### src/rtl/shift_unit_iter.sv
// Iterative shift unit: SLL / SRL / SRA / ROTR by a variable amount, STEP bits per cycle.
// Latency: 1 cycle for shamt=0, otherwise ceil(shamt/STEP)+1 cycles from the accepting edge to done.
// Backpressure: start is ignored while busy (no queuing); a start in the done cycle is accepted.
module shift_unit_iter #(
  parameter int WIDTH   = 32,
  parameter int SHAMT_W = 5,
  parameter int STEP    = 1
) (
  input  logic               clk,
  input  logic               rst,
  input  logic               start,
  input  logic [1:0]         mode,
  input  logic [WIDTH-1:0]   data,
  input  logic [SHAMT_W-1:0] shamt,
  output logic               busy,
  output logic               done,
  output logic [WIDTH-1:0]   result
);

  localparam logic [1:0] MODE_SLL  = 2'b00;
  localparam logic [1:0] MODE_SRL  = 2'b01;
  localparam logic [1:0] MODE_SRA  = 2'b10;
  localparam logic [1:0] MODE_ROTR = 2'b11;

  // STEP <= WIDTH/2, so it always fits in a shift-amount field.
  localparam logic [SHAMT_W-1:0] STEP_K = SHAMT_W'(STEP);

  typedef enum logic [1:0] {
    S_IDLE = 2'b00,
    S_BUSY = 2'b01,
    S_DONE = 2'b10
  } state_t;

  state_t             state;
  state_t             state_nxt;
  logic [WIDTH-1:0]   work;
  logic [SHAMT_W-1:0] rem;
  logic [1:0]         mode_reg;

  logic               accept;
  logic               last_step;
  logic [SHAMT_W-1:0] k;
  logic [WIDTH-1:0]   shifted;
  logic [2*WIDTH-1:0] rot_pair;

  // Step size for this cycle: a full STEP, or whatever remains if less, so the
  // final step never over-shifts.
  always_comb begin
    k         = (rem < STEP_K) ? rem : STEP_K;
    last_step = (rem <= STEP_K);
  end

  // One partial shift of the working register by k in the captured mode.
  // SRA relies on the working MSB never changing, so it keeps replicating the
  // original operand sign bit on every step.
  always_comb begin
    shifted  = work;
    rot_pair = {work, work} >> k;
    case (mode_reg)
      MODE_SLL:  shifted = work << k;
      MODE_SRL:  shifted = work >> k;
      MODE_SRA:  shifted = $unsigned($signed(work) >>> k);
      MODE_ROTR: shifted = rot_pair[WIDTH-1:0];
      default:   shifted = work;
    endcase
  end

  // Next-state logic; IDLE and DONE both accept a new request.
  always_comb begin
    state_nxt = state;
    accept    = 1'b0;
    case (state)
      S_IDLE, S_DONE: begin
        if (start) begin
          accept    = 1'b1;
          state_nxt = (shamt == '0) ? S_DONE : S_BUSY;
        end else begin
          state_nxt = S_IDLE;
        end
      end
      S_BUSY: begin
        if (last_step) begin
          state_nxt = S_DONE;
        end
      end
      default: state_nxt = S_IDLE;
    endcase
  end

  // State register.
  always_ff @(posedge clk) begin
    if (rst) begin
      state <= S_IDLE;
    end else begin
      state <= state_nxt;
    end
  end

  // Operand capture, iterative shifting and result update on completion.
  always_ff @(posedge clk) begin
    if (rst) begin
      work     <= '0;
      rem      <= '0;
      mode_reg <= MODE_SLL;
      result   <= '0;
    end else if (accept) begin
      work     <= data;
      rem      <= shamt;
      mode_reg <= mode;
      if (shamt == '0) begin
        result <= data;
      end
    end else if (state == S_BUSY) begin
      work <= shifted;
      rem  <= rem - k;
      if (last_step) begin
        result <= shifted;
      end
    end
  end

  assign busy = (state == S_BUSY);
  assign done = (state == S_DONE);

endmodule
### config.mk
export PLATFORM = sky130hd
export DESIGN_NAME = shift_unit_iter
export DESIGN_NICKNAME = d
export VERILOG_FILES = /design/src/rtl/shift_unit_iter.sv
export SDC_FILE = /design/constraint.sdc
export NUM_CORES = 1
export LEC_CHECK = 0
export CORE_AREA = 2 2 86 170
export DETAILED_ROUTE_END_ITERATION = 6
export DIE_AREA = 0 0 88 172
export GPL_TIMING_DRIVEN = 1
export SETUP_SLACK_MARGIN = 0.2
export SYNTH_ARGS = -nofsm -noshare
export SYNTH_HDL_FRONTEND = slang
export SYNTH_SLANG_ARGS = --single-unit
### constraint.sdc
create_clock -name clk -period 2.25 [get_ports clk]
set_input_delay 0.45 -clock clk [delete_from_list [all_inputs] [get_ports clk]]
set_output_delay 0.45 -clock clk [all_outputs]
set_load 0.03 [all_outputs]
* After elaboration in Yosys (flattened, before gate mapping)
Index checks and enable logic that the tools add are counted.
** Storage, ports and cells
- Bits in registers :: 73
- Input port bits :: 42
- Output and inout bits :: 34
- Logic and storage cells :: 42
** Operators by class
- $add $sub $neg :: 1
- $lt $le $gt $ge :: 2
- Eq/ne operators :: 7
- Shifts and indexed selects :: 4
- Multiplexer cells :: 16
- Reduce and logical (&&, ||, !) cells :: 7
** Operators with widths (count)
- $mux W32 :: 6
- $pmux W32 S4 :: 1
- $shr A64 B5 Y32 :: 1
- $shl A32 B5 Y32 :: 1
- $shr A32 B5 Y32 :: 1
- $sshr A32 B5 Y32 :: 1
- $mux W5 :: 3
- $eq A2 B2 Y1 const B :: 3
- $mux W2 :: 3
- $le A5 B1 Y1 const B :: 1
- $logic_not A5 Y1 :: 1
- $lt A5 B1 Y1 const B :: 1
- $sub A5 B5 Y5 :: 1
- $eq A2 B1 Y1 const B :: 2
- $logic_not A2 Y1 :: 2
- $ne A2 B1 Y1 const B :: 2
- $pmux W2 S2 :: 1
- $reduce_bool A2 Y1 :: 2
- $reduce_and A3 Y1 :: 1
- $mux W1 :: 2
- $reduce_or A2 Y1 :: 1

* Depth between registers and ports, before layout
- Word-level depth :: 7
- Gate-level depth with buffers :: 8
- Gate-level depth less buffers :: 6

* Worst setup path before layout
OpenSTA, ideal clock, no wires.
- Path type :: register to register
- Start :: register rem[1]
- End :: register rem[4]
- Library setup time :: 0.086 ns
- Arrival time :: 1.806 ns
- Required time :: 2.164 ns
- Path slack :: 0.358 ns
- Stages on the path, launching flop included :: 9
- Buffers on the path :: 2
- Clock period less this slack :: 1.892 ns
- Path through :: dfxtp_1 > or4_4 > buf_2 > buf_2 > nand2_1 > ha_1 > nor4_1 > xnor2_1 > a211oi_1
** On the way
- Longest elaborated chain between the ends :: 5
** Ends and longest elaborated chain
- start: declaration :: line 37 : logic [SHAMT_W-1:0] rem;
- start signal: assignment :: line 108 : rem <= shamt;
- start signal: assignment :: line 115 : rem <= rem - k;
- $lt A5 B1 Y1 :: line 49 : k = (rem < STEP_K) ? rem : STEP_K;
- $mux W5 :: line 49
- $sub A5 B5 Y5 * :: line 115
- $mux W5 * :: line 113 : end else if (state == S_BUSY) begin
- $mux W5 * :: line 106 : end else if (accept) begin
Mark *: on every way between the ends. The rest lies on a longest branch, timed or not. The select of a mux whose other input is x is not followed.
A chain may end at the register's enable or synchronous reset.

* Worst setup path after layout
- Start :: register rem[1]
- End :: register result[22]
** On the way
- Longest elaborated chain between the ends :: 7
- Elaborated cells on any way between the ends :: 13
- Classes of those cells :: order compare (2); shift (4); mux (5); reduce/logical (2)
** Ends and longest elaborated chain
- $lt A5 B1 Y1 :: line 49
- $mux W5 :: line 49
- $shr A64 B5 Y32 (tied with other cells) :: line 58 : rot_pair = {work, work} >> k;
- $pmux W32 S4 :: line 59 : case (mode_reg)
- $mux W32 :: line 116 : if (last_step) begin
- $mux W32 :: line 113
- $mux W32 :: line 106
- end signal: assignment :: line 111 : result <= data;
- end signal: assignment :: line 117 : result <= shifted;
- end: declaration :: line 17 : output logic [WIDTH-1:0] result
Parallel ways exist; a longest one is shown, timed or not. The select of a mux whose other input is x is not followed.

==> load_flow_metrics.sql <==
INSERT INTO impl_metrics (metric_group, metric, value, unit) VALUES
('outcome', 'status', 'finished clean', ''),
('sta', 'grt_setup_unrepaired', 'yes', ''),
('grt', 'global_route_wire_length_before_repair', '19500', 'um'),
('worst_setup_path', 'path_max_fanout', '66', ''),
('sta', 'timing_hold_violations_final', '0', ''),
('pwr', 'vdd_ir_drop_max', '394', 'uV'),
('floorplanning', 'die-area', '15100', 'sq um'),
('sta', 'hold_ws', '0.474', 'ns'),
('sta', 'max_slew.worst_pin.slew', '0.558', 'ns'),
('grt', 'grt.total_usage', '16.4', '%'),
('final_layout', 'post_route_cells_drive_above_1_share', '17.1', '%'),
('synthesis', 'yosysSeqAreaShare', '36.2', '%'),
('routing', 'initialDrtViolationCount', '237', ''),
('synthesis', 'synth_nets', '553', ''),
('grt', 'total_grt_overflow', '0', ''),
('final_layout', 'nFillCells', '1396', ''),
('placed_design', 'gp_routability_congestion', '0.792', ''),
('cts', 'post_cts_hold_buffer_count', '0', ''),
('pwr', 'pwr-share-clk', '30.4', '%'),
('placed_design', 'numPortBuffers', '75', ''),
('pwr', 'pwr-share-seq', '34.5', '%'),
('floorplanning', 'core', '13800', 'sq um'),
('placed_design', 'placed_cell_area', '5050', 'sq um'),
('flow_run', 'max_cap_violations', '0', ''),
('cts', 'h-tree-depth', '3', ''),
('floorplanning', 'floorplan.die.height', '172', 'um'),
('worst_setup_path', 'worst_ep_required_time', '2.44', 'ns'),
('pwr', 'power.static_leakage', '1.87', 'nW'),
('sta', 'min_period', '2.00', 'ns'),
('worst_setup_path', 'arrival', '2.20', 'ns'),
('final_layout', 'layout.cells.most_common_list', '72 x sky130_fd_sc_hd__dfxtp_1, 71 x sky130_fd_sc_hd__clkdlybuf4s50_1, 53 x sky130_fd_sc_hd__o21ai_0, 43 x sky130_fd_sc_hd__nor2_1, 38 x sky130_fd_sc_hd__a21oi_1', ''),
('cts', 'total_cts_buffers', '9', ''),
('routing', 'detail_routed_via_count_per_cell', '5.50', ''),
('routing', 'num_vias', '4149', ''),
('final_layout', 'num_antenna_cells', '0', ''),
('pwr', 'share_comb_of_total_power', '35.1', '%'),
('final_layout', 'syn_to_final_growth', '37.6', '%'),
('final_layout', 'layout_top_registers', 'result x32, work x32, rem x5', ''),
('final_layout', 'most_common_library_cell_in_the_layout_ignoring_fill_and_taps', 'sky130_fd_sc_hd__dfxtp_1', ''),
('final_layout', 'utilization', '40.3', '%'),
('synthesis', 'syn-instance-count', '510', ''),
('synthesis', 'synth_cell_type_count', '43', ''),
('grt', 'via_count_of_the_first_global_routing_pass', '3899', ''),
('sta', 'setup-violations-final', '0', ''),
('final_layout', 'nNetsFinal', '606', ''),
('worst_hold_path', 'worstHoldPathCells', '3', ''),
('worst_setup_path', 'type_of_element_launching_the_critical_path', 'register', ''),
('cts', 'clk_pin_slew_worst_paths', '0.06', 'ns'),
('placed_design', 'pre_cts_slack', '-0.221', 'ns'),
('floorplanning', 'design.portCount', '76', ''),
('worst_hold_path', 'holdCritPathClass', 'input pin to register', ''),
('placed_design', 'dpl.hpwl', '7970', 'um'),
('sta', 'report.final.slew_viol_count', '0', ''),
('synthesis', 'synth_seq_cells', '73', ''),
('synthesis', 'synth_enable_flop_cells', '0', ''),
('sta', 'upper_clock_frequency_limit', '499', 'MHz'),
('routing', 'detail-route-antenna-nets', '0', ''),
('cts', 'worst_skew_pair.late_latency', '0.33', 'ns'),
('routing', 'dr.pass1.iters', '5', ''),
('sta', 'final_critical_path_setup_slack', '0.246', 'ns'),
('cts', 'cts.path.max_buffers', '2', ''),
('synthesis', 'ys.warnings.count', '0', ''),
('synthesis', 'netlist_area', '4040', 'sq um'),
('pwr', 'power.density_cell_area', '825', 'nW/um^2'),
('synthesis', 'async_flop_share', '0', '%'),
('cts', 'cts_tree', 'done', ''),
('pwr', 'total_switching_power', '1.53', 'mW'),
('final_layout', 'final_area', '5560', 'sq um'),
('sta', 'maxSlewHeadroom', '62.8', '%'),
('floorplanning', 'dieWidth', '88', 'um'),
('pwr', 'swShare', '33.3', '%');
==> layout make-up <==
cell class / instances / area, sq um / share of cell area (%)
Multi-Input combinational cell: 377 / 2480 / 44.6
Sequential cell: 73 / 1460 / 26.3
Timing Repair Buffer: 98 / 1080 / 19.5
Clock buffer: 10 / 239 / 4.30
Tap cell: 189 / 236 / 4.25
Clock inverter: 4 / 45.0 / 0.810
Inverter: 4 / 15.0 / 0.270
==> cells by family after synthesis <==
| family | synth area share [%] |
|---|---|
| compound gates | 32.6 |
| xor+xnor | 0.217 |
| fa+ha+maj | 0.310 |
| buf+inv | 6.16 |
| flops | 36.2 |
| mux | 0.279 |
| simple gates | 24.3 |
==> synthesized netlist by cell type, types with 3 or more instances <==
master | count | share of area (%)
sky130_fd_sc_hd__nand3_1 | 10 | 1.2
sky130_fd_sc_hd__nor2_1 | 43 | 4.0
sky130_fd_sc_hd__or3_1 | 30 | 4.6
sky130_fd_sc_hd__and2_1 | 27 | 4.2
sky130_fd_sc_hd__o21ai_1 | 3 | 0.37
sky130_fd_sc_hd__buf_2 | 7 | 0.87
sky130_fd_sc_hd__dfxtp_1 | 73 | 36
sky130_fd_sc_hd__or3b_2 | 30 | 6.5
sky130_fd_sc_hd__nand2_1 | 12 | 1.1
sky130_fd_sc_hd__a21oi_1 | 38 | 4.7
sky130_fd_sc_hd__o211ai_1 | 33 | 6.1
sky130_fd_sc_hd__a211oi_1 | 37 | 6.9
sky130_fd_sc_hd__o21ai_0 | 53 | 6.6
sky130_fd_sc_hd__a31oi_1 | 28 | 4.3
sky130_fd_sc_hd__clkbuf_1 | 47 | 4.4
==> critical path, stage by stage, from the launching register on <==
cell	delay, ns
sky130_fd_sc_hd__dfxtp_1	0.36
sky130_fd_sc_hd__or4_4	0.56
sky130_fd_sc_hd__buf_12	0.20
sky130_fd_sc_hd__or3_1	0.36
sky130_fd_sc_hd__a31oi_2	0.24
sky130_fd_sc_hd__a211oi_1	0.11
==> metrics by stage <==
step	power, mW	cells
final	4.58	755
after global routing	4.83	755
after CTS	4.52	754
after detailed placement	3.07	738
after global placement	3.05	738
after floorplan	2.59	510
==> timing repair <==
item                       in CTS  in global routing
gates cloned                    1                  1
gates resized for setup         3                 25
setup buffers                   1                  0
setup endpoints to repair      16                 47
pin swaps                       2                  5
==> final timing paths <==
kind	start	endpoint	slack [ns]
max	rem[1]	result[22]	0.25
min	shamt[3]	rem[3]	0.47
max reg2reg	rem[1]	result[22]	0.25
min reg2reg	result[20]	result[20]	0.50
==> routing by layer <==
| layer | wire [um] | global-route usage [%] | part of all wire [%] |
|---|---|---|---|
| met1 | 4920 | 18.5 | 39 |
| met4 | 566 | 8.96 | 4.5 |
| met2 | 6590 | 28.8 | 52 |
| met5 | 0 | 0 | 0 |
| met3 | 526 | 2.72 | 4.2 |
==> power groups by stage <==
stage	logic (mW)	registers, mW	clock network [mW]
3_3_place_gp	1.45	1.60	0
3_5_place_dp	1.47	1.60	0
6_report	1.61	1.58	1.39
4_1_cts	1.51	1.58	1.43
2_1_floorplan	0.895	1.69	0
5_1_grt	1.75	1.60	1.48
(Power assumes the default switching activity.)
